**src/rtl/uart_pkg.sv**
```systemverilog
// Shared definitions for the FIFO-to-UART drain stage.
// Contents: FSM state encoding (3 bits, StIdle=0 .. StStop=5) and the default bit period.
package uart_pkg;

    // Default number of clk cycles per serial bit.
    localparam int unsigned CLK_DIV = 16;

    typedef enum logic [2:0] {
        StIdle  = 3'd0,
        StFetch = 3'd1,
        StLoad  = 3'd2,
        StStart = 3'd3,
        StData  = 3'd4,
        StStop  = 3'd5
    } uart_state_e;

endpackage

```
**src/rtl/fifo_uart_tx_if.sv**
```systemverilog
// Bundle between the FIFO read side / serial line and the drain stage.
// Signals: empty (FIFO empty flag), data_in (FIFO data_out, valid the cycle after read),
//          read (FIFO pop strobe), tx (serial line), busy (frame in progress).
// Modports: master = drain stage, slave = FIFO/line side.
interface fifo_uart_tx_if #(
    parameter int unsigned d_w = 8
);
    logic           empty;
    logic [d_w-1:0] data_in;
    logic           read;
    logic           tx;
    logic           busy;

    modport master (
        input  empty,
        input  data_in,
        output read,
        output tx,
        output busy
    );

    modport slave (
        output empty,
        output data_in,
        input  read,
        input  tx,
        input  busy
    );
endinterface

```
**src/rtl/baud_tick.sv**
```systemverilog
// Bit-period timer: counts 0..clk_div-1 and wraps.
// Ports: clk (clock), rst (sync active-high reset), clr (restart count at 0),
//        tick (high for one cycle while the count equals clk_div-1).
module baud_tick
    import uart_pkg::*;
#(
    parameter int unsigned clk_div = CLK_DIV
) (
    input  logic clk,
    input  logic rst,
    input  logic clr,
    output logic tick
);

    localparam int unsigned CntW = (clk_div > 1) ? $clog2(clk_div) : 1;
    localparam logic [CntW-1:0] CntMax = CntW'(clk_div - 1);

    logic [CntW-1:0] cnt_q, cnt_d;

    always_comb begin
        cnt_d = cnt_q + 1'b1;
        if (clr || (cnt_q == CntMax)) begin
            cnt_d = '0;
        end
    end

    assign tick = (cnt_q == CntMax);

    always_ff @(posedge clk) begin
        if (rst) begin
            cnt_q <= '0;
        end else begin
            cnt_q <= cnt_d;
        end
    end

endmodule

```
**src/rtl/fifo_uart_tx.sv**
```systemverilog
// Drain stage: pops one word from the FIFO whenever it is non-empty in IDLE and
// serialises it as start bit, d_w data bits LSB first, stop bit.
// Ports: clk (clock), rst (sync active-high reset),
//        bus_io (master: empty/data_in in, read/tx/busy out).
module fifo_uart_tx
    import uart_pkg::*;
#(
    parameter int unsigned d_w     = 8,
    parameter int unsigned clk_div = CLK_DIV
) (
    input logic            clk,
    input logic            rst,
    fifo_uart_tx_if.master bus_io
);

    localparam int unsigned IdxW = $clog2(d_w + 1);
    localparam logic [IdxW-1:0] LastIdx = IdxW'(d_w - 1);

    uart_state_e    state_q, state_d;
    logic [d_w-1:0] shift_q, shift_d;
    logic [IdxW-1:0] idx_q, idx_d;
    logic           tx_q, tx_d;
    logic           tick;
    logic           tick_clr;
    logic           read_s;
    logic           busy_s;

    assign tick_clr = (state_q == StLoad);

    baud_tick #(
        .clk_div(clk_div)
    ) u_baud_tick (
        .clk (clk),
        .rst (rst),
        .clr (tick_clr),
        .tick(tick)
    );

    // State register
    always_ff @(posedge clk) begin
        if (rst) begin
            state_q <= StIdle;
        end else begin
            state_q <= state_d;
        end
    end

    // Next-state logic; empty is only looked at in IDLE
    always_comb begin
        state_d = state_q;
        unique case (state_q)
            StIdle:  if (!bus_io.empty) state_d = StFetch;
            StFetch: state_d = StLoad;
            StLoad:  state_d = StStart;
            StStart: if (tick) state_d = StData;
            StData:  if (tick && (idx_q == LastIdx)) state_d = StStop;
            StStop:  if (tick) state_d = StIdle;
            default: state_d = StIdle;
        endcase
    end

    // Moore outputs; tx_d is registered so the line lags the state by one cycle
    always_comb begin
        read_s = (state_q == StFetch);
        busy_s = (state_q != StIdle);
        tx_d   = 1'b1;
        unique case (state_q)
            StStart: tx_d = 1'b0;
            StData:  tx_d = shift_q[0];
            default: tx_d = 1'b1;
        endcase
    end

    // Datapath: capture in LOAD, shift on each data-bit boundary
    always_comb begin
        shift_d = shift_q;
        idx_d   = idx_q;
        if (state_q == StLoad) begin
            shift_d = bus_io.data_in;
            idx_d   = '0;
        end else if ((state_q == StData) && tick) begin
            shift_d = {1'b0, shift_q[d_w-1:1]};
            idx_d   = idx_q + 1'b1;
        end
    end

    always_ff @(posedge clk) begin
        if (rst) begin
            shift_q <= '0;
            idx_q   <= '0;
            tx_q    <= 1'b1;
        end else begin
            shift_q <= shift_d;
            idx_q   <= idx_d;
            tx_q    <= tx_d;
        end
    end

    assign bus_io.read = read_s;
    assign bus_io.busy = busy_s;
    assign bus_io.tx   = tx_q;

endmodule

```
**src/flat_wrapper.sv**
```systemverilog
// flat-port wrapper written by rule: the top's interface ports become plain ports
module fifo_uart_tx_flat import uart_pkg::*;
#(
    parameter int unsigned d_w     = 8,
    parameter int unsigned clk_div = CLK_DIV
)
  (clk, rst, bus_io_empty, bus_io_data_in, bus_io_read, bus_io_tx, bus_io_busy);
  fifo_uart_tx_if #(.d_w(d_w)) bus_io_i ();
  input logic clk;
  input logic rst;
  input wire logic [$bits(bus_io_i.empty)-1:0] bus_io_empty;
  input wire logic [$bits(bus_io_i.data_in)-1:0] bus_io_data_in;
  output wire logic [$bits(bus_io_i.read)-1:0] bus_io_read;
  output wire logic [$bits(bus_io_i.tx)-1:0] bus_io_tx;
  output wire logic [$bits(bus_io_i.busy)-1:0] bus_io_busy;
  assign bus_io_i.empty = bus_io_empty;
  assign bus_io_i.data_in = bus_io_data_in;
  assign bus_io_read = bus_io_i.read;
  assign bus_io_tx = bus_io_i.tx;
  assign bus_io_busy = bus_io_i.busy;
  fifo_uart_tx #(.d_w(d_w), .clk_div(clk_div)) u_core (.clk(clk), .rst(rst), .bus_io(bus_io_i));
endmodule
```
**config.mk**
```make
export PLATFORM = sky130hd
export DESIGN_NAME = fifo_uart_tx_flat
export DESIGN_NICKNAME = d
export VERILOG_FILES = /design/src/rtl/uart_pkg.sv /design/src/rtl/fifo_uart_tx_if.sv /design/src/rtl/baud_tick.sv /design/src/rtl/fifo_uart_tx.sv /design/src/flat_wrapper.sv
export SDC_FILE = /design/constraint.sdc
export NUM_CORES = 1
export LEC_CHECK = 0
export CORE_ASPECT_RATIO = 1.2
export CORE_MARGIN = 3
export CORE_UTILIZATION = 35
export CTS_BUF_LIST = sky130_fd_sc_hd__clkbuf_8
export DETAILED_ROUTE_END_ITERATION = 8
export DONT_BUFFER_PORTS = 1
export GPL_ROUTABILITY_DRIVEN = 0
export MAX_ROUTING_LAYER = met4
export PLACE_DENSITY = 0.45
export SLEW_MARGIN = 20
export SYNTH_ARGS = -nofsm -noshare
export SYNTH_HDL_FRONTEND = slang
export SYNTH_SLANG_ARGS = --single-unit
```
**constraint.sdc**
```tcl
create_clock -name clk -period 2.4 [get_ports clk]
set_input_delay 0.48 -clock clk [delete_from_list [all_inputs] [get_ports clk]]
set_output_delay 0.48 -clock clk [all_outputs]
set_load 0.02 [all_outputs]
```
### Word-level counts from Yosys, hierarchy flattened

Index checks and enable logic that the tools add are counted.

* $add $sub $neg: 2
* $mul: 0
* divide/modulo/power cells: 0
* $lt $le $gt $ge: 0
* equal/unequal tests: 11
* shift-type cells: 0
* mux-type cells: 8
* bitwise operators: 0
* reduce and logical (&&, ||, !) cells: 9

Operators with widths (count)
* $pmux W3 S6: 1
* $mux W8: 2
* $mux W3: 4
* $add A4 B1 Y4 const B: 2
* $eq A3 B2 Y1 const B: 2
* $eq A3 B3 Y1 const B: 2
* $ne A2 B1 Y1 const B: 3
* $eq A4 B3 Y1 const B: 1
* $eq A4 B4 Y1 const B: 1
* $reduce_and A4 Y1: 1
* $reduce_or A2 Y1: 2
* $eq A3 B1 Y1 const B: 1
* $logic_not A3 Y1: 1
* $reduce_bool A3 Y1: 1
* $logic_and A1 B1 Y1: 2
* $ne A2 B2 Y1 const B: 1
* $pmux W1 S2: 1
* $reduce_bool A2 Y1: 1
* $logic_or A1 B1 Y1: 1

* bits in registers: 20
* latch bits: 0
* bits in writable memories: 0
* ROM bits: 0
* input bits: 11
* output and inout port bits: 3
* memories kept: 0

### Depth between registers and ports, before layout

* word-level depth: 4
* depth in mapped cells: 6
* gate-level depth less buffers: 5

### Cells and area by module

From an unflattened synthesis, not the netlist that was laid out.

* cells, all modules: 105
* area, all modules: 923.4 sq um

By module, submodules not included
* fifo_uart_tx: times used 1, cells each 89, area an instance 765.7 sq um, seq. area each 320.3 sq um
* baud_tick: times used 1, cells each 16, area an instance 157.7 sq um, seq. area each 80.1 sq um

### Worst setup path after synthesis

OpenSTA, ideal clock, no wires.

* path type: reg-to-output
* start point: register u_core.state_q[0]
* end point: output port bus_io_read
* arrival time: 0.996 ns
* slack: 0.924 ns
* cell stages (with the launch flop): 3
* path buffers: 1
* cells stage by stage: dfxtp_1 > buf_2 > nor3b_1

* word-level cells in the longest chain between the ends: 1

Ends and longest elaborated chain
* start: declaration: RTL line fifo_uart_tx.sv:19 `uart_state_e state_q, state_d;`
* start signal: assignment: RTL line fifo_uart_tx.sv:42 `state_q <= StIdle;`
* start signal: assignment: RTL line fifo_uart_tx.sv:44 `state_q <= state_d;`
* $eq A3 B1 Y1: RTL line fifo_uart_tx.sv:64 `read_s = (state_q == StFetch);`
* end: declaration: RTL line flat_wrapper.sv:13 `output wire logic [$bits(bus_io_i.read)-1:0] bus_io_read;`

No other way between the ends.

### Worst setup path in the final report

Same ends and word-level chain as after synthesis.

==> flow_summary.json <==
{
  "outcome": "completed",
  "place_area_um2": 951,
  "netlist_instances": 105,
  "start_util_pct": 38.8,
  "fin_crit_sh_pct": 77.7,
  "setup_viol": 0,
  "antenna_cells": 0,
  "dp_worst_setup_slack_ps": 715,
  "skew_ps": 1.77,
  "port-buffer-count": 0,
  "fin_crit_ps": 1870,
  "area_delta_synth_final_pct": 5.59,
  "insertion_delay_ps": 250,
  "yosysWarnings": 0,
  "die_h_um": 62.8,
  "post_cts_buffers": 0,
  "r2r_end": "u_core.u_baud_tick.cnt_q[0]",
  "drtIter0Drc": 28,
  "crit_path_end_kind": "output port",
  "cts_tree": "yes",
  "slowest_stage": "nor3b_1",
  "p_leak_nw": 0.416,
  "wl_um": 1740,
  "tightest_slew_ps": 711,
  "viasPerCell": 5.39,
  "peakVddDrop_mv": 0.480,
  "wire_per_inst_um": 13.1,
  "synth_seq_cells": 20,
  "ant_nets": 0,
  "max_cap_violations": 0,
  "antenna_found_initial": 0,
  "max_freq_mhz": 536,
  "r2r_cells": 3,
  "crit_end": "bus_io_read",
  "drc_errors": 0,
  "dpl.hpwl_um": 1290,
  "htree_levels": 1,
  "core_um2": 2420,
  "arrival_ps": 1390,
  "crit_chain": "nor3b_1",
  "die_w_um": 53.3,
  "p_per_area_nw_per_um2": 1060,
  "fp.dieArea_um2": 3350,
  "instances_no_fill": 133,
  "syn_area_um2": 940,
  "synth_area_per_cell_um2": 8.95,
  "slew_violations": 0,
  "critPathKind": "reg -> out",
  "worst_slack_ps": 534,
  "ys_seq_area_share_pct": 42.6,
  "dp.cells": 130,
  "cts_resized": 0,
  "grt_max_degree": 18,
  "synth.distinct_cells": 36,
  "n_fill_cell": 270,
  "rsz0062_at_grt": "no",
  "startpoint_type": "register",
  "cts_buffer_depth": 2,
  "hold_path.class": "in -> reg",
  "crit_start": "u_core.state_q[0]",
  "num_io_pins": 14,
  "path_clk_slew_ps": 70,
  "grt_pass1_vias": 621,
  "required_ps": 1920,
  "fin_util_pct": 40.9,
  "slowest_delay_ps": 640,
  "numClockSinks": 20,
  "grt-ovfl-total": 0,
  "drive_gt1_share_pct": 8.82,
  "slew_headroom_pct": 52.5,
  "numCtsBuffers": 3,
  "crit_family": "simple AND/OR/NAND/NOR gates",
  "final_nets": 117,
  "vias": 717,
  "r2r_slack_ps": 720,
  "root_buffer": "clkbuf_8",
  "syn-num-nets": 118,
  "rr_startpoint": "u_core.state_q[1]",
  "fin_area_um2": 992,
  "cts-hold-fix-buffers": 0,
  "hold_viol": 0,
  "crit_cells": 1,
  "crit_fanout": 9,
  "grt_first_pass_wirelength_um": 2840,
  "cp_num_buf_inv": 0,
  "rows": 19,
  "dr.pass1.iters": 4,
  "grt_use_total_pct": 11.6,
  "fin_setup_tns_ps": 0
}
[flip-flops by register name (all words and copies together) (netlist names)]
register	cells
u_core.shift_q	8
u_core.idx_q	4
u_core.u_baud_tick.cnt_q	4
u_core.state_q	3
u_core.bus_io.tx	1
[Yosys cell counts]
cell type | instances | area, um2
xor2_1 | 3 | 26.3
a21oi_1 | 13 | 65.1
nand3_1 | 5 | 25.0
o211ai_1 | 1 | 7.51
or3b_1 | 1 | 8.76
dfxtp_1 | 20 | 400
o31ai_1 | 2 | 15.0
o311a_1 | 1 | 10.0
or3_1 | 1 | 6.26
nor3b_1 | 1 | 7.51
o21bai_1 | 1 | 7.51
buf_2 | 4 | 20.0
nand2_2 | 1 | 6.26
xnor2_1 | 2 | 17.5
nand3b_1 | 1 | 7.51
nor2_1 | 5 | 18.8
ha_1 | 2 | 25.0
nor3b_2 | 1 | 12.5
or3b_4 | 1 | 11.3
o21ai_0 | 1 | 5.00
nand2b_1 | 1 | 6.26
mux2i_1 | 7 | 70.1
and3_1 | 1 | 6.26
clkbuf_1 | 2 | 7.51
inv_1 | 4 | 15.0
nor3_1 | 1 | 5.00
nor3_2 | 1 | 10.0
nand2_1 | 6 | 22.5
o21ai_1 | 8 | 40.0
or2_1 | 1 | 6.26
nand4b_1 | 1 | 8.76
a211o_1 | 1 | 8.76
clkinv_1 | 1 | 3.75
nor2_2 | 1 | 6.26
a31oi_2 | 1 | 12.5
or2b_1 | 1 | 7.51
[routing by layer]
layer / part of all wire (%) / GRT usage, % / up-vias / wire length [um]
met5: 0 / - / - / 0
met4: 1.3 / 3.83 / 0 / 22
met3: 4.1 / 3.10 / 4 / 71
met2: 48 / 17.3 / 13 / 842
met1: 46 / 14.9 / 334 / 802
li1: - / - / 366 / -
[through the flow]
stage	hold WS, ps	total power, mW
6_report	286	1.05
5_1_grt	275	1.13
4_1_cts	278	1.07
3_5_place_dp	456	0.850
3_3_place_gp	456	0.844
2_1_floorplan	441	0.800
[worst register-to-register path, stage by stage (launching register included)]
cell and delay [ps]:
dfxtp_1 510, or3b_1 630, nand2_1 330, nor3_1 80
[placed cells by master (no fill, tap or decap), drive strengths merged]
master	Yosys	final
ha	2	2
or3	1	1
mux2i	7	7
o21bai	1	1
dfxtp	20	20
nor3	2	2
or3b	2	2
a31oi	1	1
nand2	7	7
nand3	5	5
clkbuf	2	3
xor2	3	3
or2	1	1
o311a	1	1
o21ai	9	9
clkinv	1	1
nor2	6	6
nand4b	1	1
and3	1	1
a21oi	13	13
nand3b	1	1
inv	4	4
or2b	1	1
o31ai	2	2
nand2b	1	1
nor3b	2	2
o211ai	1	1
xnor2	2	2
a211o	1	1
[cells by family (layout without fill, tap and decap cells)]
group           Yosys count  after routing  share of synthesized area (%)
simple gates             31             31                           19.4
compound gates           29             29                           18.2
flops                    20             20                           42.6
buf+inv                  11              8                           4.93
mux                       7              7                           7.46
xor+xnor                  5              5                           4.66
fa+ha+maj                 2              2                           2.66
[worst min path at each step]
stage	cells past startpoint	slack [ps]	from	endpoint
finish	1	290	rst	u_core.shift_q[7]
global route	1	280	rst	u_core.shift_q[7]
CTS	1	280	rst	u_core.shift_q[7]
detailed placement	2	460	u_core.shift_q[7]	u_core.shift_q[7]
global placement	2	460	u_core.shift_q[7]	u_core.shift_q[7]
floorplan	2	440	u_core.shift_q[7]	u_core.shift_q[7]
[layout make-up]
type	instances	area [um2]	share of cell area (%)
multi-input cells	74	493	49.7
inverters	5	18.8	1.89
flip-flops and latches	20	400	40.4
clock buffers	3	41.3	4.16
well taps	31	38.8	3.91
[power breakdown]
group | leakage, nW | total [mW] | internal (mW) | switching (mW)
sequential | 0.163 | 0.497 | 0.408 | 0.0889
clock | 0.0216 | 0.211 | 0.111 | 0.0996
combinational | 0.231 | 0.344 | 0.146 | 0.198
total | 0.416 | 1.05 | 0.666 | 0.387
Power figures use the tool's default switching activity.
